**config.mk**
```make
export PLATFORM = sky130hd
export DESIGN_NAME = dm_ctrl
export DESIGN_NICKNAME = d
export VERILOG_FILES = /design/src/rtl/dm_ctrl.sv
export SDC_FILE = /design/constraint.sdc
export NUM_CORES = 1
export LEC_CHECK = 0
export BUFFER_PORTS_ARGS = -buffer_cell sky130_fd_sc_hd__buf_2
export CELL_PAD_IN_SITES_DETAIL_PLACEMENT = 1
export CELL_PAD_IN_SITES_GLOBAL_PLACEMENT = 1
export CORE_ASPECT_RATIO = 1.5
export CORE_UTILIZATION = 30
export CTS_CLUSTER_SIZE = 28
export DETAILED_ROUTE_END_ITERATION = 8
export GPL_ROUTABILITY_DRIVEN = 1
export GPL_TIMING_DRIVEN = 0
export HOLD_SLACK_MARGIN = 0.06
export PLACE_DENSITY = 0.68
export SLEW_MARGIN = 10
export SYNTH_ARGS = -nofsm -noshare
export SYNTH_HDL_FRONTEND = slang
export SYNTH_SLANG_ARGS = --single-unit
```
**constraint.sdc**
```tcl
create_clock -name clk -period 2 [get_ports clk]
set_input_delay 0.2 -clock clk [delete_from_list [all_inputs] [get_ports clk]]
set_output_delay 0.2 -clock clk [all_outputs]
set_load 0.03 [all_outputs]
```
**src/rtl/dm_ctrl.sv**
```systemverilog
// Data-memory controller: registers core loads/stores, stalls until mem_ack, steers lanes, extends loads.
// Define DM_RMW_EN for memories without byte enables: sub-word stores become read-modify-write.
module dm_ctrl #(
    parameter int AW = 32
) (
    input  logic          clk,
    input  logic          reset,
    input  logic          cpu_req,
    input  logic          cpu_we,
    input  logic [2:0]    cpu_dmtype,
    input  logic [AW-1:0] cpu_addr,
    input  logic [31:0]   cpu_wdata,
    output logic [31:0]   cpu_rdata,
    output logic          cpu_stall,
    output logic          cpu_misalign,
    output logic          mem_req,
    output logic          mem_we,
    output logic [3:0]    mem_be,
    output logic [AW-1:0] mem_addr,
    output logic [31:0]   mem_wdata,
    input  logic [31:0]   mem_rdata,
    input  logic          mem_ack
);

`ifdef DM_RMW_EN
    typedef enum logic [2:0] {IDLE, RD, WR, DONE, RMW_RD, RMW_WR} state_t;
`else
    typedef enum logic [1:0] {IDLE, RD, WR, DONE} state_t;
`endif

    state_t        state_q, state_d;
    logic          req_q, req_d;
    logic          accept, capture_word;
    logic [2:0]    dmtype_q;
    logic [AW-1:0] addr_q;
    logic [31:0]   wdata_q, word_q;
    logic          misalign_q;

    logic       in_half, in_byte, in_misalign;
    logic       q_half, q_byte;
    logic [3:0] lane_be;
    logic [31:0] steer_wdata, merged_wdata, load_ext;
    logic [7:0]  load_byte;
    logic [15:0] load_half;

    assign in_half     = (cpu_dmtype == 3'b001) || (cpu_dmtype == 3'b010);
    assign in_byte     = (cpu_dmtype == 3'b011) || (cpu_dmtype == 3'b100);
    assign in_misalign = in_half ? cpu_addr[0] : (!in_byte && (cpu_addr[1:0] != 2'b00));

    assign q_half = (dmtype_q == 3'b001) || (dmtype_q == 3'b010);
    assign q_byte = (dmtype_q == 3'b011) || (dmtype_q == 3'b100);

    assign lane_be     = q_byte ? (4'b0001 << addr_q[1:0])
                       : q_half ? (addr_q[1] ? 4'b1100 : 4'b0011)
                       : 4'b1111;
    assign steer_wdata = q_byte ? {4{wdata_q[7:0]}}
                       : q_half ? {2{wdata_q[15:0]}}
                       : wdata_q;

    // Lanes outside the store keep the word read back; only used by the RMW write.
    always_comb begin
        merged_wdata = word_q;
        for (int k = 0; k < 4; k++) begin
            if (lane_be[k]) merged_wdata[8*k +: 8] = steer_wdata[8*k +: 8];
        end
    end

    // NOTE: every output of a combinational block gets a default first so no latch is inferred.
    always_comb begin
        state_d      = state_q;
        req_d        = 1'b0;
        accept       = 1'b0;
        capture_word = 1'b0;
        case (state_q)
            IDLE: begin
                if (cpu_req) begin
                    accept = 1'b1;
                    if (in_misalign) begin
                        state_d = DONE;
                    end else if (!cpu_we) begin
                        state_d = RD;
                        req_d   = 1'b1;
`ifdef DM_RMW_EN
                    end else if (in_byte || in_half) begin
                        state_d = RMW_RD;
                        req_d   = 1'b1;
`endif
                    end else begin
                        state_d = WR;
                        req_d   = 1'b1;
                    end
                end
            end
            RD, WR: begin
                req_d = 1'b1;
                if (req_q && mem_ack) begin
                    capture_word = (state_q == RD);
                    state_d      = DONE;
                    req_d        = 1'b0;
                end
            end
`ifdef DM_RMW_EN
            // mem_req drops for one cycle between the read and the write so the two
            // handshakes stay distinct; RMW_WR raises it again from its second cycle.
            RMW_RD: begin
                req_d = 1'b1;
                if (req_q && mem_ack) begin
                    capture_word = 1'b1;
                    state_d      = RMW_WR;
                    req_d        = 1'b0;
                end
            end
            RMW_WR: begin
                req_d = 1'b1;
                if (req_q && mem_ack) begin
                    state_d = DONE;
                    req_d   = 1'b0;
                end
            end
`endif
            DONE:    state_d = IDLE;
            default: state_d = IDLE;
        endcase
    end

    // NOTE: sequential state uses non-blocking assignments; the async reset drops mem_req at once.
    always_ff @(posedge clk or negedge reset) begin
        if (!reset) begin
            state_q    <= IDLE;
            req_q      <= 1'b0;
            dmtype_q   <= 3'b000;
            addr_q     <= '0;
            wdata_q    <= '0;
            word_q     <= '0;
            misalign_q <= 1'b0;
        end else begin
            state_q <= state_d;
            req_q   <= req_d;
            if (accept) begin
                dmtype_q   <= cpu_dmtype;
                addr_q     <= cpu_addr;
                wdata_q    <= cpu_wdata;
                misalign_q <= in_misalign;
            end
            if (capture_word) word_q <= mem_rdata;
        end
    end

    always_comb begin
        case (addr_q[1:0])
            2'd0:    load_byte = word_q[7:0];
            2'd1:    load_byte = word_q[15:8];
            2'd2:    load_byte = word_q[23:16];
            default: load_byte = word_q[31:24];
        endcase
        load_half = addr_q[1] ? word_q[31:16] : word_q[15:0];
        case (dmtype_q)
            3'b001:  load_ext = {{16{load_half[15]}}, load_half};
            3'b010:  load_ext = {16'h0000, load_half};
            3'b011:  load_ext = {{24{load_byte[7]}}, load_byte};
            3'b100:  load_ext = {24'h000000, load_byte};
            default: load_ext = word_q;
        endcase
    end

    assign cpu_rdata    = (state_q == DONE && !misalign_q) ? load_ext : 32'h0;
    assign cpu_misalign = (state_q == DONE) && misalign_q;
    assign cpu_stall    = (state_q == IDLE) ? cpu_req : (state_q != DONE);

    assign mem_req  = req_q;
    assign mem_addr = req_q ? {addr_q[AW-1:2], 2'b00} : '0;
`ifdef DM_RMW_EN
    assign mem_we    = req_q && (state_q == WR || state_q == RMW_WR);
    assign mem_be    = req_q ? 4'b1111 : 4'b0000;
    assign mem_wdata = mem_we ? merged_wdata : 32'h0;
`else
    assign mem_we    = req_q && (state_q == WR);
    assign mem_be    = req_q ? lane_be : 4'b0000;
    assign mem_wdata = mem_we ? steer_wdata : 32'h0;
`endif

endmodule

```
==> summary.txt <==
Synth
  • Synth area leaders: dfrtp_1 (45%), mux2_2 (19%), and2_1 (3.5%)
  • Dominant synthesized flop cell: dfrtp_1
  • Yosys reg bits: 103
  • Post-synth cell types: 56
  • Yosys top cell by area: dfrtp_1
  • Area of the mapped netlist: 5720 um^2
  • Sequential element share of the synthesized area: 45.0%
  • Yosys warnings: 0
  • Ys async rst share: 100%
  • Post-synthesis cell count: 538
  • Number of flops mapped to enable cells by yosys: 0
  • Synth top area share: 45.0%
  • Average size of a mapped cell: 10.6 um^2

Timing
  • TNS Setup: -13.27 ns
  • Fin. Hold Viols: 0
  • Worst Tran Pin Value: 0.674 ns
  • RSZ-0062 raised after global routing: yes
  • Final Worst Setup Slack: -0.297 ns
  • Fmax: 435 MHz
  • Part of the cycle the worst path needs: 115%
  • Final Critical Period: 2.30 ns
  • # setup viols final: 60
  • Worst rel slew slack: 55.1%
  • Clk_skew: 0.00899 ns
  • Pins Over Slew Limit: 0

Floorplanning
  • Die Footprint: 19600 um^2
  • I/O pin cnt: 208
  • Starting Density: 30.7%
  • Site row count: 61
  • Die Y-Extent: 171 um
  • Core Area: 18600 um^2
  • Die width: 115 um

Worst hold path
  • Tightest Hold Check Type: input port to flop

Placed design
  • Gp weighted congestion: 0.856
  • PortBufs: 205
  • DP HPWL: 14800 um

Clock network
  • CTS Sinks: 103
  • TritonCTS clock tree: yes
  • Worst-skew pair later-pin latency: 0.36 ns
  • # H-tree levels: 3
  • Clk buf depth: 2
  • TritonCTS buffer count: 9
  • Clk slew on worst S/H paths: 0.08 ns
  • Root buffer cell: clkbuf_16

Worst setup path
  • Crit Path Class: flop to output port
  • CP arrival: 2.10 ns
  • Critical Path RT: 1.80 ns
  • Crit Path Max Fanout: 10
  • CP Launch Type: flop
  • Crit end category: output port

Detailed routing
  • DRT Wirelength: 22000 um
  • Vias: 5267
  • Initial DRT Pass Iterations: 4
  • Iter 0 DRT Violations: 161
  • ANT nets after route: 0
  • Drt wl/cell: 20.6 um
  • DR DRC count: 0
  • Post-DR vias/cell: 4.94

Final layout
  • Synthesis-to-layout area growth: 63.2%
  • Layout net count: 917
  • Final Util: 50.2%
  • Layout cell share with drive strength beyond 1: 66.4%

Global routing
  • First-pass GRT wire length: 32700 um
  • GRT overflow: 0
  • Vias in the first global route: 5942
  • GRT Util Overall: 22.2%
  • Largest net degree at the start of global routing: 78
  • Initial antenna violation count: 3

Power and ir drop
  • Leak: 4.30 nW
  • Pwr per Cell Area: 1920 nW/um^2
  • Worst VDD drop: 0.000844 V

Run
  • Max cap viols: 0

Run status
  • Failing checks: negative setup slack
  • Status: finished with violations
cell type report:
class	instances	area (um^2)
well taps	252	315
multi-input cells	381	3730
clock inverters	6	48.8
diodes	2	5.00
clock buffers	10	239
flip-flops and latches	103	2580
inverters	17	70.1
fillers	2016	9280
plain buffers	33	273
repair buffers	263	2080
placed cells by master, fill, tap and decap left out, types with 3 or more instances in the layout:
master and n:
buf_6 79, nor2b_1 9, inv_1 14, buf_12 10
and2_1 32, nor2_4 8, o221ai_2 4, mux2i_1 7
clkbuf_1 3, clkbuf_8 4, nor2_1 17, nand2_2 11
buf_2 151, o21ai_0 21, dlygate4sd3_1 5, o21ai_1 9
a21oi_2 17, a21oi_4 19, a2bb2oi_1 5, nand2_4 19
mux2_2 98, mux2i_2 6, dfrtp_1 101, and3_1 8
inv_6 4, buf_4 35, nor2_2 11, o221ai_4 3
o311ai_1 6, nand2_1 15, clkbuf_16 10
registers in the layout, indices dropped and copies added (netlist names):
name and flops:
addr_q 32, dmtype_q 3, mem_req 1, misalign_q 1, state_q 2, wdata_q 32, word_q 32
logic make-up (layout without fill, tap and decap cells):
| family | after synthesis | in the layout | synth area share [%] |
|---|---|---|---|
| muxes | 114 | 114 | 22.3 |
| xor gates and xnor gates | 3 | 3 | 0.590 |
| AOI/OAI and AO/OA | 115 | 115 | 13.3 |
| buffers and inverters | 55 | 329 | 5.25 |
| adders and majority gates | 6 | 6 | 1.27 |
| other | 1 | 4 | 0.0655 |
| and+or+nand+nor | 141 | 141 | 12.2 |
| DFF | 103 | 103 | 45.0 |
worst max-delay path, cell delays in order (launching register included):
cell	delay (ns)
dfrtp_1	0.35
buf_6	0.12
mux4_2	0.55
o22ai_2	0.19
a21o_4	0.19
buf_12	0.13
nor2_1	0.05
buf_4	0.16
final timing paths:
path | startpoint | endpoint | slack [ns] | cells past startpoint
max in group asynchronous | reset | word_q[13] | 1.01 | 3
worst min register to register | addr_q[11] | addr_q[11] | 0.50 | 1
worst max-delay path | addr_q[0] | cpu_rdata[23] | -0.30 | 7
min in group asynchronous | reset | word_q[25] | 0.29 | 2
worst max register to register | state_q[0] | word_q[21] | 0.09 | 6
worst min-delay path | cpu_wdata[27] | wdata_q[27] | 0.07 | 2
cells in the mapped netlist, types with 2 or more instances:
cell type,count
mux2_2,98
a2bb2oi_1,8
dfrtp_1,103
mux2i_1,15
nor2_1,31
nand2b_1,2
o21ai_0,32
xnor2_1,2
and2_1,32
clkbuf_8,2
nand2_1,46
a21oi_1,36
o311ai_0,8
nand3_1,2
a22o_1,2
o21a_1,2
buf_4,2
o221ai_1,7
nor2b_1,10
buf_2,15
inv_1,17
clkbuf_1,12
o22ai_1,2
a31oi_1,2
buf_6,4
nor2_2,5
and3_1,8
ha_1,5
power by group:
part / internal (mW) / switching, mW
Sequential: 3.12 / 1.11
Clock: 0.899 / 0.871
Combinational: 5.56 / 6.39
metrics by stage:
stage          std cells  hold slack, ns  area [um^2]  worst slack (ns)  power [mW]
2_1_floorplan        539         -0.0956         5750           -0.0655        9.32
3_3_place_gp         996           0.432         7090            -0.459        11.4
3_5_place_dp         997          0.0873         7120            -0.386        11.7
4_1_cts             1057          0.0601         8830            -0.300        16.5
5_1_grt             1067          0.0603         9340            -0.360        18.9
6_report            1067          0.0695         9340            -0.297        18.0
repair_timing:
item / 4_1_cts / 5_1_grt
hold endpoints to repair: 29 / 1
setup buffers: 42 / 9
hold buffers: 4 / 1
gates cloned: 3 / 1
setup endpoints to repair: 170 / 103
gates resized for setup: 277 / 106
pin swaps: 37 / 36
per-layer routing:
layer,GRT usage (%),wire (um),up-vias
li1,-,-,2428
met1,23.6,8060,2608
met2,41.0,12100,187
met3,5.84,1180,42
met4,9.37,681,2
met5,0,13,-
(Power assumes the default switching activity.)
